==> src/rtl/router_pkt_ctrl.sv <==
// Input-side packet controller of the 1x3 router: steers header/payload/parity into one FIFO and checks XOR parity.
// Optional length check is enabled by defining ROUTER_LEN_CHECK_EN.
module router_pkt_ctrl #(
    parameter int DW     = 8,
    parameter int N_DEST = 3
) (
    input  logic              clk,
    input  logic              reset,
    input  logic              pkt_valid,
    input  logic [DW-1:0]     data_in,
    input  logic [N_DEST-1:0] fifo_full,
    input  logic [N_DEST-1:0] fifo_empty,
    output logic              busy,
    output logic [N_DEST-1:0] write_enb,
    output logic              lfd_state,
    output logic [DW-1:0]     d_out,
    output logic              parity_done,
    output logic              err
);

    typedef enum logic [2:0] {
        IDLE,
        WAIT_EMPTY,
        LOAD_FIRST,
        LOAD_DATA,
        CHECK_PARITY
    } state_t;

    state_t        state_q, state_d;
    logic [DW-1:0] hdr_q, hdr_d;
    logic [1:0]    addr_q, addr_d;
    logic [DW-1:0] calc_par_q, calc_par_d;
    logic [DW-1:0] rx_par_q, rx_par_d;
    logic          err_q, err_d;
    logic          parity_done_q, parity_done_d;
    logic          wr_req;
`ifdef ROUTER_LEN_CHECK_EN
    logic [DW-3:0] cnt_q, cnt_d;
`endif

    // Zero-extended to four entries so a 2-bit address can index them directly.
    logic [3:0] full_ext, empty_ext;
    assign full_ext  = 4'(fifo_full);
    assign empty_ext = 4'(fifo_empty);

    // NOTE: every output and next-state value gets a default first, so no path leaves a latch behind.
    always_comb begin
        state_d       = state_q;
        hdr_d         = hdr_q;
        addr_d        = addr_q;
        calc_par_d    = calc_par_q;
        rx_par_d      = rx_par_q;
        err_d         = err_q;
        parity_done_d = 1'b0;
`ifdef ROUTER_LEN_CHECK_EN
        cnt_d         = cnt_q;
`endif
        busy          = 1'b0;
        wr_req        = 1'b0;
        lfd_state     = 1'b0;
        d_out         = '0;

        unique case (state_q)
            IDLE: begin
                if (pkt_valid && int'(data_in[1:0]) < N_DEST) begin
                    hdr_d      = data_in;
                    addr_d     = data_in[1:0];
                    calc_par_d = data_in;
                    err_d      = 1'b0;
`ifdef ROUTER_LEN_CHECK_EN
                    cnt_d      = '0;
`endif
                    state_d    = empty_ext[data_in[1:0]] ? LOAD_FIRST : WAIT_EMPTY;
                end
            end
            WAIT_EMPTY: begin
                busy = 1'b1;
                if (empty_ext[addr_q]) state_d = LOAD_FIRST;
            end
            LOAD_FIRST: begin
                busy      = 1'b1;
                wr_req    = 1'b1;
                lfd_state = 1'b1;
                d_out     = hdr_q;
                state_d   = LOAD_DATA;
            end
            LOAD_DATA: begin
                busy = full_ext[addr_q];
                if (!full_ext[addr_q]) begin
                    wr_req = 1'b1;
                    d_out  = data_in;
                    if (pkt_valid) begin
                        calc_par_d = calc_par_q ^ data_in;
`ifdef ROUTER_LEN_CHECK_EN
                        cnt_d = (&cnt_q) ? cnt_q : cnt_q + 1'b1;
`endif
                    end else begin
                        rx_par_d = data_in;
                        state_d  = CHECK_PARITY;
                    end
                end
            end
            CHECK_PARITY: begin
                busy          = 1'b1;
                parity_done_d = 1'b1;
`ifdef ROUTER_LEN_CHECK_EN
                err_d = (rx_par_q != calc_par_q) | (cnt_q != hdr_q[DW-1:2]);
`else
                err_d = (rx_par_q != calc_par_q);
`endif
                state_d       = IDLE;
            end
            default: state_d = IDLE;
        endcase

        // Nothing reaches a FIFO while reset is asserted, even from a mid-packet state.
        if (reset) begin
            busy      = 1'b0;
            wr_req    = 1'b0;
            lfd_state = 1'b0;
            d_out     = '0;
        end
        write_enb = wr_req ? N_DEST'(1 << addr_q) : '0;
    end

    // NOTE: state is updated with non-blocking assignments so every flop samples pre-edge values.
    always_ff @(posedge clk) begin
        if (reset) begin
            state_q       <= IDLE;
            hdr_q         <= '0;
            addr_q        <= '0;
            calc_par_q    <= '0;
            rx_par_q      <= '0;
            err_q         <= 1'b0;
            parity_done_q <= 1'b0;
`ifdef ROUTER_LEN_CHECK_EN
            cnt_q         <= '0;
`endif
        end else begin
            state_q       <= state_d;
            hdr_q         <= hdr_d;
            addr_q        <= addr_d;
            calc_par_q    <= calc_par_d;
            rx_par_q      <= rx_par_d;
            err_q         <= err_d;
            parity_done_q <= parity_done_d;
`ifdef ROUTER_LEN_CHECK_EN
            cnt_q         <= cnt_d;
`endif
        end
    end

    assign parity_done = parity_done_q;
    assign err         = err_q;

endmodule

==> config.mk <==
export PLATFORM = sky130hd
export DESIGN_NAME = router_pkt_ctrl
export DESIGN_NICKNAME = d
export VERILOG_FILES = /design/src/rtl/router_pkt_ctrl.sv
export SDC_FILE = /design/constraint.sdc
export NUM_CORES = 1
export LEC_CHECK = 0
export CORE_ASPECT_RATIO = 0.5
export CORE_MARGIN = 5
export CORE_UTILIZATION = 54
export DETAILED_ROUTE_END_ITERATION = 16
export PLACE_DENSITY = 0.84
export SLEW_MARGIN = 30
export SYNTH_ARGS = -nofsm -noshare
export SYNTH_HDL_FRONTEND = slang
export SYNTH_SLANG_ARGS = --single-unit
export TNS_END_PERCENT = 30
==> constraint.sdc <==
create_clock -name clk -period 4.55 [get_ports clk]
set_input_delay 0.91 -clock clk [delete_from_list [all_inputs] [get_ports clk]]
set_output_delay 0.91 -clock clk [all_outputs]
set_load 0.01 [all_outputs]
# Word-level counts from Yosys, hierarchy flattened
# Index checks and enable logic that the tools add are counted.
# classes
magnitude_cmp	3
eq_ne	10
n_shift	1
muxes	30
bitwise_logic	3
n_reduce_logical	10
# ops
operator	n
8-bit 2-to-1 mux	5
8-bit case mux with 2 select lines	2
3-bit 2-to-1 mux	5
3-bit case mux with 4 select lines	1
1-bit 2-to-1 mux	10
2-bit != test (second input constant)	5
8-bit != test	1
4-bit AND reduction	2
8-bit XOR	1
1-bit binary-select mux with 2-bit select	3
3-bit by 2-bit == test with 1-bit output (second input constant)	2
2-bit by 3-bit < comparator with 1-bit output (second input constant)	2
1-bit case mux with 2 select lines	3
2-bit AND reduction	2
2-bit nonzero test	2
3-bit by 1-bit == test with 1-bit output (second input constant)	1
3-bit == test (second input constant)	1
3-bit zero test	1
3-bit AND reduction	1
3-bit OR reduction	1
1-bit by 2-bit left shift with 3-bit output (first input constant)	1
2-bit < comparator (second input constant)	1
2-bit 2-to-1 mux	1
1-bit NOT	2
1-bit logical AND	1
# totals
register_bits	31
in_bits	17
out_inout_bits	15
wordCells	64

# Depth between registers and ports, before layout
# logic_depth
word_depth	6
depth_mapped	6
ltp_nobuf	4

# Worst setup path before layout
# No wires, ideal clock.
# synth_timing
path_type	in2out
startpoint	input port fifo_full[0]
endpoint	output port d_out[0]
t_arrival_ns	1.845
path_slack_ns	1.795
path_stages	5
cell_sequence	mux2i_4 -> o21a_1 -> buf_2 -> a32oi_1 -> nor2_1
# synth_via
elab_chain_cells	5
# synth_rtl
item	line_no	source
from (decl)	11	input logic [N_DEST-1:0] fifo_full,
1-bit binary-select mux with 2-bit select	89	if (!full_ext[addr_q]) begin
1-bit 2-to-1 mux (implied by the code)	89	
8-bit 2-to-1 mux	89	
8-bit case mux with 2 select lines	63	unique case (state_q)
8-bit 2-to-1 mux	117	if (reset) begin
to (decl)	16	output logic [DW-1:0] d_out,
# Every way passes these cells. The select of a mux whose other input is x is not followed.

# Worst setup path in the final report
# layout_timing
startpoint	input port fifo_full[0]
endpoint	output port d_out[7]
# The elaborated chain is that of the path after synthesis.

==> flow_summary.json <==
{
  "wl_per_cell_um": 16.43,
  "path_class": "input port to output port",
  "seq_area_frac_synth": 0.3300,
  "syn_avg_cell_area_um2": 8.221,
  "antenna_cells": 0,
  "layout-drive-gt1-share": 0.05882,
  "setup_tns_ns": 0,
  "fin_crit_ns": 3.905,
  "power.density_nw_per_um2": 329.1,
  "max_slew_margin": 0.5175,
  "holdBufCountCts": 0,
  "place.gp.congestion": 0.8751,
  "grt_overflow": 0,
  "fin_skew_ns": 0.003021,
  "arrival_ns": 2.99,
  "p_leak_uw": 0.0008330,
  "dp_hpwl_um": 3047,
  "fmax_mhz": 256.1,
  "die_area_um2": 4569,
  "finalNetCount": 255,
  "vdd_drop_max_mv": 0.1893,
  "seqCellArea_um2": 580.6,
  "ys_seq_elements": 29,
  "ctsResizeCount": 0,
  "grt_pass1_wl_um": 7769,
  "yosysTopAreaCell": "dfxtp_1",
  "fp.dieH_um": 50.36,
  "cp.required_ns": 3.64,
  "maxCapViolCount": 0,
  "rsz0062_at_grt": "false",
  "drc": 0,
  "synth_common_cells": "dfxtp_1 (29), nand2_1 (26), nor2_1 (24), a21oi_1 (16), mux2i_1 (10)",
  "cts_tree": "built",
  "rows": 14,
  "cts_sinks": 29,
  "initial_core_util": 0.5739,
  "synth_cell_types": 47,
  "firstDrtPassIters": 4,
  "yosys-top-cells-area": "dfxtp_1 (33%), mux2i_1 (5.7%), nand2_1 (5.5%)",
  "yosysWarnings": 0,
  "ys.flop_type": "dfxtp_1",
  "clk_latency_ns": 0.28,
  "core-area_um2": 3065,
  "drt_iter0_drc": 99,
  "die-width_um": 90.72,
  "start_kind": "input port",
  "routed-via-count": 1738,
  "grt_pass1_vias": 1657,
  "synth_area_um2": 1759,
  "finalPower_uw": 703.4,
  "setup_viol": 0,
  "async_reset_ff_frac": 0,
  "synthMostInstantiatedCell": "dfxtp_1",
  "antenna_found_initial": 0,
  "period_share": 0.8582,
  "fin_area_um2": 2137,
  "ctsHtreeMaxLevel": 2,
  "multi_input_area_um2": 1072,
  "worstHoldPathType": "register to register",
  "tightest_slew_ns": 0.7190,
  "root_buffer": "clkbuf_8",
  "clkTransAtPathRegs_ns": 0.06,
  "avgViaCountPerCell": 6.252,
  "synth_edf_count": 0,
  "netlist_instances": 214,
  "hold_viol": 0,
  "synth_top_area_share": 0.3300,
  "dpl_cell_area_um2": 2051,
  "grt_max_degree": 30,
  "wl_um": 4568,
  "post-cts-setup-buffers": 0,
  "synth_nets": 231,
  "port_buffers": 31,
  "clk_path_buf_depth": 2,
  "final_max_slew_viol_count": 0,
  "status": "finished, final reports clean",
  "ant_nets": 0,
  "grt.total_usage": 0.2052,
  "cp_max_fo": 15,
  "ioPinCount": 32,
  "syn_to_final_growth_pct": 21.48,
  "cp-end-kind": "output port",
  "fillers": 243,
  "cts_buffers": 5
}
flip-flops by register name (all words and copies together), names as in the netlist:
register / cells
calc_par_q: 8
state_q: 3
err: 1
hdr_q: 8
rx_par_q: 8
parity_done: 1
through the flow:
stage / hold slack, ns / cells / setup WS (ns) / utilization
after floorplan: 0.4360 / 214 / 1.795 / -
after global placement: 0.4418 / 271 / 0.7089 / 0.6690
after detailed placement: 0.4469 / 271 / 0.6565 / 0.6690
after CTS: 0.4549 / 278 / 0.6595 / 0.6971
after global routing: 0.4888 / 278 / 0.4858 / 0.6971
final: 0.4566 / 278 / 0.6453 / 0.6971
logic make-up after synthesis:
| family | synth area share |
|---|---|
| mux | 0.06970 |
| flops | 0.3300 |
| compound gates | 0.2632 |
| xor+xnor | 0.03983 |
| buf+inv | 0.06045 |
| simple gates | 0.2368 |
per-layer routing:
| layer | GRT usage | wire length [µm] | vias to the layer above |
|---|---|---|---|
| li1 | - | - | 834 |
| met1 | 0.2735 | 2153 | 807 |
| met2 | 0.3217 | 1964 | 92 |
| met3 | 0.04925 | 404 | 5 |
| met4 | 0.08416 | 46 | 0 |
| met5 | 0 | 0 | - |
worst paths after layout:
kind | cells after the start | from | endpoint | slack (ns)
min reg2reg | 2 | hdr_q[5]$_SDFFE_PP0P_ | hdr_q[5]$_SDFFE_PP0P_ | 0.46
max | 6 | fifo_full[0] | d_out[7] | 0.65
min | 2 | hdr_q[5]$_SDFFE_PP0P_ | hdr_q[5]$_SDFFE_PP0P_ | 0.46
max reg2reg | 4 | hdr_q[1]$_SDFFE_PP0P_ | calc_par_q[5]$_SDFFE_PP0P_ | 2.58
layout by cell type (no fill, tap or decap), types with 7 or more instances in the layout:
master | Yosys | routed
clkdlybuf4s50_1 | 0 | 31
a31oi_1 | 8 | 8
o211ai_1 | 7 | 7
a21oi_1 | 16 | 16
nand2_1 | 26 | 26
mux2i_1 | 10 | 10
nor2_1 | 24 | 24
a32oi_1 | 8 | 8
dfxtp_1 | 29 | 29
power breakdown:
group          leakage, µW  total (µW)  switching, µW  internal, µW
Sequential        0.000236         307           31.8           276
Combinational     0.000552         184            105          79.6
Clock            0.0000443         212           92.0           120
worst max-delay path, stage by stage:
cell and delay [ns]:
clkdlybuf4s50_1 0.44, mux2i_4 0.28, o21a_1 0.50, a32oi_1 0.19, nor2_1 0.12, clkdlybuf4s50_1 0.55
area by class of cell:
type	count	share of cell area
Clock buffer	7	0.04040
Sequential cell	29	0.2717
Inverter	6	0.01054
Tap cell	40	0.02342
Timing Repair Buffer	33	0.1522
Multi-Input combinational cell	163	0.5018
Note: power is estimated with default switching activity, not from simulation.
